==> config.mk <==
export PLATFORM = sky130hd
export DESIGN_NAME = cla16_seq_ctrl
export DESIGN_NICKNAME = d
export VERILOG_FILES = /design/src/rtl/cla16_seq_ctrl.sv
export SDC_FILE = /design/constraint.sdc
export NUM_CORES = 1
export LEC_CHECK = 0
export BUFFER_PORTS_ARGS = -buffer_cell sky130_fd_sc_hd__buf_2
export CORE_MARGIN = 2
export CORE_UTILIZATION = 40
export DETAILED_ROUTE_END_ITERATION = 6
export RECOVER_POWER = 100
export SYNTH_ARGS = -nofsm -noshare
export SYNTH_HDL_FRONTEND = slang
export SYNTH_SLANG_ARGS = --single-unit
==> constraint.sdc <==
create_clock -name clk -period 11.5 [get_ports clk]
set_clock_uncertainty 0.1 [all_clocks]
set_input_delay 2.3 -clock clk [delete_from_list [all_inputs] [get_ports clk]]
set_output_delay 2.3 -clock clk [all_outputs]
set_load 0.05 [all_outputs]
==> src/rtl/cla16_seq_ctrl.sv <==
`default_nettype none
// ============================================================================
// Module   : cla16_seq_ctrl (with cla4, cla16ripple)
// Purpose  : Wide adder sequencer, one 16-bit chunk per clock through a single
//            ripple-of-CLA4 adder. Optional subtract mode: CLA16_SEQ_SUB_EN.
// Revision : 1.0 - initial release
// ============================================================================

module cla4 (
    input  logic [3:0] a,
    input  logic [3:0] b,
    input  logic       carryInput,
    output logic [3:0] sum,
    output logic       carryOutput
);
    logic [3:0] w_p;
    logic [3:0] w_g;
    logic [4:0] w_c;

    assign w_p = a ^ b;
    assign w_g = a & b;

    assign w_c[0] = carryInput;
    assign w_c[1] = w_g[0] | (w_p[0] & w_c[0]);
    assign w_c[2] = w_g[1] | (w_p[1] & w_g[0]) | (w_p[1] & w_p[0] & w_c[0]);
    assign w_c[3] = w_g[2] | (w_p[2] & w_g[1]) | (w_p[2] & w_p[1] & w_g[0])
                  | (w_p[2] & w_p[1] & w_p[0] & w_c[0]);
    assign w_c[4] = w_g[3] | (w_p[3] & w_g[2]) | (w_p[3] & w_p[2] & w_g[1])
                  | (w_p[3] & w_p[2] & w_p[1] & w_g[0])
                  | (w_p[3] & w_p[2] & w_p[1] & w_p[0] & w_c[0]);

    assign sum         = w_p ^ w_c[3:0];
    assign carryOutput = w_c[4];
endmodule

module cla16ripple (
    input  logic [15:0] a,
    input  logic [15:0] b,
    input  logic        carryInput,
    output logic [15:0] sum,
    output logic        carryOutput
);
    logic [4:0] w_c;

    assign w_c[0] = carryInput;

    for (genvar i = 0; i < 4; i++) begin : g_cla4
        cla4 u_cla4 (
            .a           (a[4*i +: 4]),
            .b           (b[4*i +: 4]),
            .carryInput  (w_c[i]),
            .sum         (sum[4*i +: 4]),
            .carryOutput (w_c[i+1])
        );
    end

    assign carryOutput = w_c[4];
endmodule

module cla16_seq_ctrl #(
    parameter int WORDS = 4
) (
    input  logic                clk,
    input  logic                rst,
    input  logic                start,
    input  logic [16*WORDS-1:0] a,
    input  logic [16*WORDS-1:0] b,
    input  logic                carryInput,
`ifdef CLA16_SEQ_SUB_EN
    input  logic                sub,
`endif
    output logic                busy,
    output logic                done,
    output logic [16*WORDS-1:0] sum,
    output logic                carryOutput
);
    localparam int IDXW = (WORDS > 1) ? $clog2(WORDS) : 1;
    localparam logic [IDXW-1:0] c_last_idx = IDXW'(WORDS - 1);

    typedef enum logic [1:0] {
        ST_IDLE = 2'd0,
        ST_RUN  = 2'd1,
        ST_DONE = 2'd2
    } state_t;

    state_t          state_q, state_d;
    logic [IDXW-1:0] idx_q, idx_d;
    logic            carry_q, carry_d;
    logic            cout_q, cout_d;
    logic [15:0]     a_q   [WORDS];
    logic [15:0]     a_d   [WORDS];
    logic [15:0]     b_q   [WORDS];
    logic [15:0]     b_d   [WORDS];
    logic [15:0]     sum_q [WORDS];
    logic [15:0]     sum_d [WORDS];

    logic [15:0]     w_a_words [WORDS];
    logic [15:0]     w_b_words [WORDS];
    logic [15:0]     w_add_a;
    logic [15:0]     w_add_b;
    logic [15:0]     w_add_sum;
    logic            w_add_cout;
    logic            w_init_carry;

    for (genvar i = 0; i < WORDS; i++) begin : g_pack
        assign w_a_words[i]   = a[16*i +: 16];
        assign w_b_words[i]   = b[16*i +: 16];
        assign sum[16*i +: 16] = sum_q[i];
    end

    assign w_add_a = a_q[idx_q];

`ifdef CLA16_SEQ_SUB_EN
    logic sub_q, sub_d;

    // Two's-complement subtract: invert B chunk by chunk, seed carry with 1.
    assign w_add_b      = b_q[idx_q] ^ {16{sub_q}};
    assign w_init_carry = sub ? 1'b1 : carryInput;

    always_ff @(posedge clk or posedge rst) begin
        if (rst) begin
            sub_q <= 1'b0;
        end else begin
            sub_q <= sub_d;
        end
    end

    always_comb begin
        sub_d = sub_q;
        if ((state_q != ST_RUN) && start) begin
            sub_d = sub;
        end
    end
`else
    assign w_add_b      = b_q[idx_q];
    assign w_init_carry = carryInput;
`endif

    cla16ripple u_adder (
        .a           (w_add_a),
        .b           (w_add_b),
        .carryInput  (carry_q),
        .sum         (w_add_sum),
        .carryOutput (w_add_cout)
    );

    always_ff @(posedge clk or posedge rst) begin
        if (rst) begin
            state_q <= ST_IDLE;
            idx_q   <= '0;
            carry_q <= 1'b0;
            cout_q  <= 1'b0;
            for (int i = 0; i < WORDS; i++) begin
                a_q[i]   <= '0;
                b_q[i]   <= '0;
                sum_q[i] <= '0;
            end
        end else begin
            state_q <= state_d;
            idx_q   <= idx_d;
            carry_q <= carry_d;
            cout_q  <= cout_d;
            a_q     <= a_d;
            b_q     <= b_d;
            sum_q   <= sum_d;
        end
    end

    always_comb begin
        state_d = state_q;
        idx_d   = idx_q;
        carry_d = carry_q;
        cout_d  = cout_q;
        a_d     = a_q;
        b_d     = b_q;
        sum_d   = sum_q;

        case (state_q)
            ST_IDLE, ST_DONE: begin
                // Previous sum is left in place; it is overwritten chunk by chunk.
                if (start) begin
                    a_d     = w_a_words;
                    b_d     = w_b_words;
                    carry_d = w_init_carry;
                    idx_d   = '0;
                    state_d = ST_RUN;
                end else begin
                    state_d = ST_IDLE;
                end
            end
            ST_RUN: begin
                sum_d[idx_q] = w_add_sum;
                carry_d      = w_add_cout;
                if (idx_q == c_last_idx) begin
                    cout_d  = w_add_cout;
                    state_d = ST_DONE;
                end else begin
                    idx_d = idx_q + IDXW'(1);
                end
            end
            default: begin
                state_d = ST_IDLE;
            end
        endcase
    end

    assign busy        = (state_q == ST_RUN);
    assign done        = (state_q == ST_DONE);
    assign carryOutput = cout_q;

endmodule
`default_nettype wire

==> results of run 1 <==
final cells by class:
type,instances,area [um2],area share [%]
flip-flops and latches,198,4960,46.8
inverters,10,38.8,0.366
repair buffers,203,932,8.80
well taps,280,350,3.31
clock inverters,13,169,1.60
diodes,1,2.50,0.0236
multi-input cells,645,3690,34.8
clock buffers,19,453,4.28
flip-flops by register name (all words and copies together), names as in the netlist:
name         cells
a_q             64
b_q             64
carryOutput      1
carry_q          1
idx_q            2
state_q          2
sum             64
cells by family (layout without fill, tap and decap cells):
logic type                 count (synthesis)  after routing  synth area share, %
DFF                                      198            198                 55.7
AOI/OAI and AO/OA                         81             81                 5.88
adders and majority gates                 24             24                 3.71
and+or+nand+nor                          484            484                 21.3
buffers and inverters                     60            245                 2.56
xor gates and xnor gates                   8              8                0.788
muxes                                     48             48                 10.1
other                                      0              1                    0
per-layer routing:
metal,track usage (%),vias up,share of wire [%]
met1,28.1,3199,47
met5,0,-,0.12
met2,30.4,179,46
li1,-,3295,-
met3,4.08,17,5.2
met4,5.34,4,1.2
how the worst min path moves through the flow:
stage,start,end,slack (ns),cells past startpoint
2_1_floorplan,a_q[16],a_q[16],0.34,2
3_3_place_gp,b_q[26],b_q[26],0.35,2
3_5_place_dp,a_q[7],a_q[7],0.36,2
4_1_cts,a_q[7],a_q[7],0.37,2
5_1_grt,b_q[31],b_q[31],0.39,2
6_report,a_q[13],a_q[13],0.37,2
metrics by stage:
step | cells | hold slack, ns | worst slack [ns] | utilization [%] | instance area [um2]
after CTS | 1368 | 0.374 | 7.08 | 49.2 | 10700
after detailed placement | 1336 | 0.358 | 7.06 | 46.3 | 10100
after global placement | 1336 | 0.352 | 7.07 | 46.3 | 10100
after global routing | 1368 | 0.394 | 3.59 | 48.5 | 10600
after floorplan | 903 | 0.340 | 3.70 | - | 8890
final | 1369 | 0.369 | 4.28 | 48.5 | 10600
synthesized netlist by cell type, types with 3 or more instances:
library cell | instances | area [um2]
o311ai_0 | 3 | 26.3
nor2_1 | 10 | 37.5
o21a_1 | 3 | 22.5
dfrtp_1 | 198 | 4950
a21oi_1 | 6 | 30.0
xor2_1 | 3 | 26.3
nand2b_1 | 3 | 18.8
o21ai_0 | 47 | 235
mux2_2 | 13 | 146
and4_2 | 3 | 30.0
o31ai_1 | 8 | 60.1
buf_1 | 4 | 15.0
nand2_1 | 444 | 1670
mux2i_1 | 3 | 30.0
nor2b_1 | 4 | 25.0
clkbuf_1 | 44 | 165
mux4_2 | 32 | 721
nand3_1 | 6 | 30.0
fa_1 | 4 | 80.1
nor3_1 | 6 | 30.0
ha_1 | 20 | 250
inv_1 | 9 | 33.8
xnor2_1 | 5 | 43.8
worst max-delay path, stage by stage:
cell      delay, ns
clkbuf_1       0.08
nor2b_1        1.42
clkbuf_1       3.06
a221o_1        0.53
a21o_2         0.10
cell usage in the layout, fill, tap and decap left out, drive strengths merged, types with 4 or more instances in the layout:
master	synthesis	final
buf	6	132
nor3	6	6
nor2	10	10
xnor2	5	5
clkbuf	44	90
a21o	4	4
nor2b	4	4
clkinv	1	5
o31ai	8	8
mux2	13	13
nand3	6	6
nand2	444	444
clkinvlp	0	4
a21oi	6	6
o21ai	47	47
dfrtp	198	198
mux4	32	32
inv	9	11
o21a	4	4
ha	20	20
fa	4	4
and4	4	4
==> impl_results.md, run 1 <==
* Filler cells at 2160
* Worst r2r src: state_q[0]
* Post-synth top flop: dfrtp_1
* Fin crit period at 7.22 ns
* Netlist Area Pre-Place at 0.00889 mm2
* HPWL Detailed at 15.6 mm
* Worst Setup Start Kind: primary input
* WP data arrival at 7.50 ns
* Max Clock Freq at 138 MHz
* Violated checks: capacitance limit, slew limit
* Syn Area/Cell at 9.85 um2
* Ys async rst share at 100%
* Clock Path Buffers at 2
* Area Growth Syn to Fin at 19.0%
* Critical path endpoint: carry_q
* Critical path origin: start
* Total grt overflow at 0
* Vias in the first global route at 6727
* Worst-path clk slew at 0.07 ns
* CP required at 11.78 ns
* Die W at 153 um
* RSZ-0062 raised after global routing: false
* Total GRT Usage at 19.6%
* Initial antenna violation count at 3
* MaxCap Viol Count at 4
* Post-CTS Resized at 0
* Critical path peak fanout at 99
* Routed wire length at 22.5 mm
* Detail Route Antenna Nets at 0
* Root buffer cell: clkbuf_16
* Rel. slew slack at -263%
* Least-Margin Pin Slew at 5.42 ns
* H-Tree Depth at 4
* Endpoints failing hold at 0
* Reg2reg end: carry_q
* Nets@finish at 1231
* Die height at 153 um
* Tcrit/Tclk final at 62.8%
* Nature of the critical path endpoint: register
* Total iterations of the first detailed-routing run at 5
* TritonCTS clock tree: done
* Number of buffers inserted by port buffering at 198
* Status: finished with violations
* Min-delay worst type: reg -> reg
* Row count at 54
* Slew Limit Fails at 362
* Number of DRC markers in iteration 0 at 326
* DRC errors left at 0
* Clk sinks at 198
* Share of cells above drive strength 1 at 20.3%
* Setup Fix Bufs, Post-CTS at 0
* Crit path kind: in -> reg
* Final setup vio count at 0
* Routability cong. at 0.834
* Post-Synthesis Cells at 903
* #FFs+latches synth at 198
* First-pass GRT wire length at 36.1 mm
* Setup_tns at 0 ns
* Register-to-register setup slack at 5.79 ns
* Routed vias at 6694
* CTS Buf Count at 17
* DR vias/cell at 4.89
* Total die area at 0.0234 mm2
* Net count after synthesis at 1059
* Synth warn at 0
* EDFF count, synth at 0
* Worst reg-to-reg path cell count at 4
* Io pins at 199
* Post-CTS Hold Buffers at 0
* Mean routed wirelength per cell at 16.5 um
* Worst skew pair latency at 0.44 ns
* Largest net degree at the start of global routing at 124
* Post-synth cell types at 42
* Core footprint at 0.0218 mm2
* Initial Util at 40.8%
* Sequential element share of the synthesized area at 55.7%
Power of run 1 is not shown: default switching activity piles up to over one toggle a cycle in this logic, so the estimate is an artifact.
==> run 2, diff against run 1 <==
==> constraint.sdc (replaced) <==
create_clock -name clk -period 6.35 [get_ports clk]
set_clock_uncertainty 0.1 [all_clocks]
set_input_delay 1.27 -clock clk [delete_from_list [all_inputs] [get_ports clk]]
set_output_delay 1.27 -clock clk [all_outputs]
set_load 0.05 [all_outputs]
==> impl_results.md, run 2 (synthesis results as in run 1) <==
* Status: finished with violations
* Violated checks: capacitance limit, slew limit
* Hold Path Origin: a_q[16]
* Total GRT Usage at 20.2% (+0.60 points)
* Root buffer cell: clkbuf_16
* First-pass GRT wire length at 37.0 mm (+2.4%)
* CTS Buf Count at 17 (unchanged)
* Most frequent cells in the layout: nand2_1, dfrtp_1, buf_2
* Routed wire length at 22.8 mm (+1.0%)
* Placed cell areas at 0.0101 mm2 (+0.16%)
* Least-Margin Pin Slew at 3.57 ns (-1.85 ns)
* Row count at 54 (unchanged)
* Area Growth Syn to Fin at 19.2% (about the same)
* MaxCap Viol Count at 5 (+1)
* Worst Setup Start Kind: register
* Vias in the first global route at 6769 (+0.62%)
* Io pins at 199 (unchanged)
* Worst hold path depth at 2 (unchanged)
* Setup Fix Bufs, Post-CTS at 0 (unchanged)
* DR vias/cell at 4.89 (about the same)
* WHS Endpoint: a_q[16]
* Endpoints failing hold at 0 (unchanged)
* Number of DRC markers in iteration 0 at 398 (+22%)
* Clock Path Buffers at 2 (unchanged)
* Core footprint at 0.0218 mm2 (unchanged)
* Filler cells at 2161 (+0.046%)
* Final instance area at 0.0106 mm2 (about the same)
* Initial antenna violation count at 0 (-3)
* Worst skew pair latency at 0.43 ns (about the same)
* Number of buffers inserted by port buffering at 198 (unchanged)
* Crit path kind: reg -> reg
* TritonCTS clock tree: done
* Routability cong. at 0.854 (+2.4%)
* Critical path peak fanout at 28 (-72%)
* RSZ-0062 raised after global routing: false
* Hold WS at 0.372 ns (+0.00345 ns)
* HPWL Detailed at 16.1 mm (+3.3%)
* Worst reg-to-reg path cell count at 8 (+4)
* Die W at 153 um (unchanged)
* Final setup vio count at 0 (unchanged)
* Diode count at 0 (-1)
* Max Clock Freq at 200 MHz
* Total iterations of the first detailed-routing run at 5 (unchanged)
* Tcrit/Tclk final at 78.8%
* Share of cells above drive strength 1 at 20.4% (+0.092 points)
* Min-delay worst type: reg -> reg
* Detail Route Antenna Nets at 0 (unchanged)
* Post-CTS Resized at 0 (unchanged)
* Setup_tns at 0 ns (unchanged)
* Largest net degree at the start of global routing at 146 (+18%)
* Most common cell after layout, fill and taps aside: nand2_1
* Fin crit period at 5.00 ns
* Initial Util at 40.8% (unchanged)
* Total die area at 0.0234 mm2 (unchanged)
* Mean routed wirelength per cell at 16.7 um (+1.1%)
* Worst r2r src: idx_q[0]
* DRC errors left at 0 (unchanged)
* Nets@finish at 1232 (+0.081%)
* Die height at 153 um (unchanged)
* Rel. slew slack at -138% (+130 points)
* Slew Limit Fails at 405 (+12%)
* Worst-path clk slew at 0.07 ns (about the same)
* Total grt overflow at 0 (unchanged)
* Reg2reg end: sum[47]
* CP required at 6.52 ns (-5.26 ns)
* H-Tree Depth at 4 (unchanged)
* Post-CTS Hold Buffers at 0 (unchanged)
* Register-to-register setup slack at 1.35 ns (-4.44 ns)
* Nature of the critical path endpoint: register
* Clk sinks at 198 (unchanged)
* Routed vias at 6691 (-0.045%)
* WP data arrival at 5.17 ns (-2.33 ns)
-- run 2: changes by cell type in the layout (fill, tap and decap cells not counted) --
| cell | before | now |
|---|---|---|
| clkbuf_2 | 0 | 3 |
| clkbuf_8 | 2 | 4 |
| buf_2 | 130 | 129 |
| clkbuf_1 | 71 | 70 |
| clkinv_2 | 2 | 1 |
| clkinv_4 | 2 | 3 |
| clkinvlp_2 | 1 | 0 |
| diode_2 | 1 | 0 |
| inv_6 | 2 | 1 |
| inv_8 | 1 | 0 |
-- run 2: worst max-delay path by stage --
| stage | end | depth (start not counted) | slack [ns] | start |
|---|---|---|---|---|
| 5_1_grt | sum[47] | 8 | 0.88 | idx_q[0] |
| 3_3_place_gp | sum[13] | 11 | 2.14 | idx_q[0] |
| 2_1_floorplan | a_q[0] | 1 | 2.42 | rst |
| 6_report | sum[47] | 8 | 1.35 | idx_q[0] |
| 3_5_place_dp | sum[13] | 11 | 2.04 | idx_q[0] |
| 4_1_cts | sum[13] | 11 | 2.04 | idx_q[0] |
-- run 2: area by class of cell --
type,count,area [um2],share of cell area (%)
flip-flops and latches,198,4960,46.8
repair buffers,204,938,8.85
inverters,10,41.3,0.390
multi-input cells,645,3690,34.8
clock buffers,21,480,4.53
well taps,280,350,3.31
clock inverters,10,145,1.37
-- run 2: critical path: stages (launching register included) --
cell	delay [ns]
dfrtp_1	1.53
mux4_2	0.67
ha_1	0.39
a21o_1	0.23
a311o_2	0.38
a221oi_1	0.86
o21bai_2	0.12
nor3_1	0.40
o31ai_1	0.13
-- run 2: per-stage QoR --
step / cells / setup WS (ns) / utilization, %
after detailed placement: 1337 / 2.04 / 46.4
after global placement: 1337 / 2.14 / 46.4
final: 1368 / 1.35 / 48.6
after floorplan: 903 / 2.42 / -
after CTS: 1368 / 2.04 / 49.3
after global routing: 1368 / 0.882 / 48.6
-- run 2: metal layers --
layer | vias up | GRT usage [%] | share of wire, %
li1 | 3295 | - | -
met4 | 0 | 5.29 | 1.0
met5 | - | 0 | 0
met3 | 14 | 3.83 | 5.2
met1 | 3208 | 29.6 | 48
met2 | 174 | 31.1 | 45
Power of run 2 is left out for the same reason.
==> run 3, diff against run 2 <==
==> constraint.sdc (replaced) <==
create_clock -name clk -period 4.6 [get_ports clk]
set_clock_uncertainty 0.1 [all_clocks]
set_input_delay 0.92 -clock clk [delete_from_list [all_inputs] [get_ports clk]]
set_output_delay 0.92 -clock clk [all_outputs]
set_load 0.05 [all_outputs]
==> impl_results.md, run 3 (synthesis results as in run 1) <==
* WP buf/inv at 1 (+1)
* TritonCTS clock tree: done
* Rel. slew slack at -21.3% (+120 points)
* Final setup vio count at 0 (unchanged)
* Initial antenna violation count at 0 (unchanged)
* Clk sinks at 198 (unchanged)
* Worst-path clk slew at 0.07 ns (about the same)
* Detail Route Antenna Nets at 0 (unchanged)
* Routed wire length at 22.9 mm (+0.53%)
* DRC errors left at 0 (unchanged)
* Most frequent cells in the layout: nand2_1, dfrtp_1, buf_2
* Setup Fix Bufs, Post-CTS at 0 (unchanged)
* DR vias/cell at 4.95 (+1.2%)
* Critical path peak fanout at 30 (+7.1%)
* Routability cong. at 0.889 (+4.2%)
* Largest net degree at the start of global routing at 93 (-36%)
* Tcrit/Tclk final at 85.9% (+7.2 points)
* Post-CTS Hold Buffers at 0 (unchanged)
* Clock Path Buffers at 2 (unchanged)
* Most common cell after layout, fill and taps aside: nand2_1
* Max Clock Freq at 253 MHz (+27%)
* Mean routed wirelength per cell at 16.7 um (+0.24%)
* Total die area at 0.0234 mm2 (unchanged)
* Final instance area at 0.0106 mm2 (-0.11%)
* Number of DRC markers in iteration 0 at 429 (+7.8%)
* CP Cell Sequence: buf_12 > mux4_2 > ha_1 > a21o_1 > a311o_2 > a221oi_2 > o21bai_2 > nor3_1 > o31ai_1
* Worst Setup Start Kind: register
* Initial Util at 40.8% (unchanged)
* Min-delay worst type: reg -> reg
* First-pass GRT wire length at 36.9 mm (about the same)
* Post-CTS Resized at 0 (unchanged)
* Top Family by Delay on Critical Path: compound AO/OA/AOI/OAI gates
* Core footprint at 0.0218 mm2 (unchanged)
* Vias in the first global route at 6815 (+0.68%)
* Placed cell areas at 0.0102 mm2 (+0.40%)
* Slew Limit Fails at 158 (-61%)
* HPWL Detailed at 16.8 mm (+4.5%)
* Violated checks: capacitance limit, slew limit
* WP data arrival at 4.13 ns (-1.04 ns)
* Area Growth Syn to Fin at 19.0%
* CP max stage cell: dfrtp_1
* Io pins at 199 (unchanged)
* Total GRT Usage at 20.2% (+0.053 points)
* Die W at 153 um (unchanged)
* Endpoints failing hold at 0 (unchanged)
* CP required at 4.78 ns (-1.74 ns)
* Fin crit period at 3.95 ns (-1.05 ns)
* Nature of the critical path endpoint: register
* Least-Margin Pin Slew at 1.82 ns (-1.75 ns)
* RSZ-0062 raised after global routing: false
* Row count at 54 (unchanged)
* Worst skew pair latency at 0.44 ns (about the same)
* Number of buffers inserted by port buffering at 198 (unchanged)
* Crit path kind: reg -> reg
* Status: finished with violations
* CTS Buf Count at 17 (unchanged)
* Root buffer cell: clkbuf_16
* Die height at 153 um (unchanged)
* Share of cells above drive strength 1 at 20.9% (+0.49 points)
* Setup_tns at 0 ns (unchanged)
* H-Tree Depth at 4 (unchanged)
* Total grt overflow at 0 (unchanged)
* Nets@finish at 1234 (+0.16%)
* MaxCap Viol Count at 3 (-2)
* Routed vias at 6791 (+1.5%)
* Total iterations of the first detailed-routing run at 4 (-1)
* Slowest stage delay, CP at 0.62 ns (-0.91 ns)
## run 3: changes by cell type in the layout (fill, tap and decap cells not counted), sizes merged
cell / delta
clkbuf: -5
inv: +5
buf: +4
bufinv: -3
clkinv: +1
clkinvlp: +1
diode: +1
## run 3: worst paths after layout
| path | start | end | slack [ns] | cells past startpoint |
|---|---|---|---|---|
| worst max-delay path | idx_q[0] | sum[15] | 0.65 | 9 |
| worst min-delay path | b_q[29] | b_q[29] | 0.37 | 2 |
| worst max register to register | idx_q[0] | sum[15] | 0.65 | 9 |
| worst min register to register | b_q[29] | b_q[29] | 0.37 | 2 |
| max in group asynchronous | rst | b_q[52] | 1.24 | 3 |
| min in group asynchronous | rst | a_q[31] | 0.75 | 2 |
## run 3: through the flow
step                setup WS [ns]  utilization, %  instances  hold slack [ns]
finish                      0.647            48.5       1372            0.369
global route                0.372            48.5       1371            0.395
CTS                         0.875            49.1       1371            0.376
detailed placement          0.895            46.6       1339            0.358
global placement             1.01            46.6       1339            0.355
floorplan                   0.844               -        903            0.340
## run 3: cell type report
class / instances / area, um2
well taps: 280 / 350
flip-flops and latches: 198 / 4960
fillers: 2148 / 11200
clock inverters: 14 / 118
repair buffers: 206 / 982
clock buffers: 18 / 439
diodes: 1 / 2.50
inverters: 10 / 38.8
multi-input cells: 645 / 3700
## run 3: metal layers
metal | wire length [um] | global-route usage, % | share of wire [%]
met1 | 10600 | 28.9 | 46
met2 | 10500 | 31.3 | 46
met3 | 1350 | 4.37 | 5.9
met4 | 511 | 6.04 | 2.2
met5 | 0 | 0 | 0
## run 3: worst register-to-register path, cell delays in order (launching register included)
cell and delay [ns]:
dfrtp_1 0.62, buf_12 0.30, mux4_2 0.57, ha_1 0.38, a21o_1 0.22, a311o_2 0.39, a221oi_2 0.60, o21bai_2 0.13
nor3_1 0.36, o31ai_1 0.13
Power of run 3 is left out for the same reason.
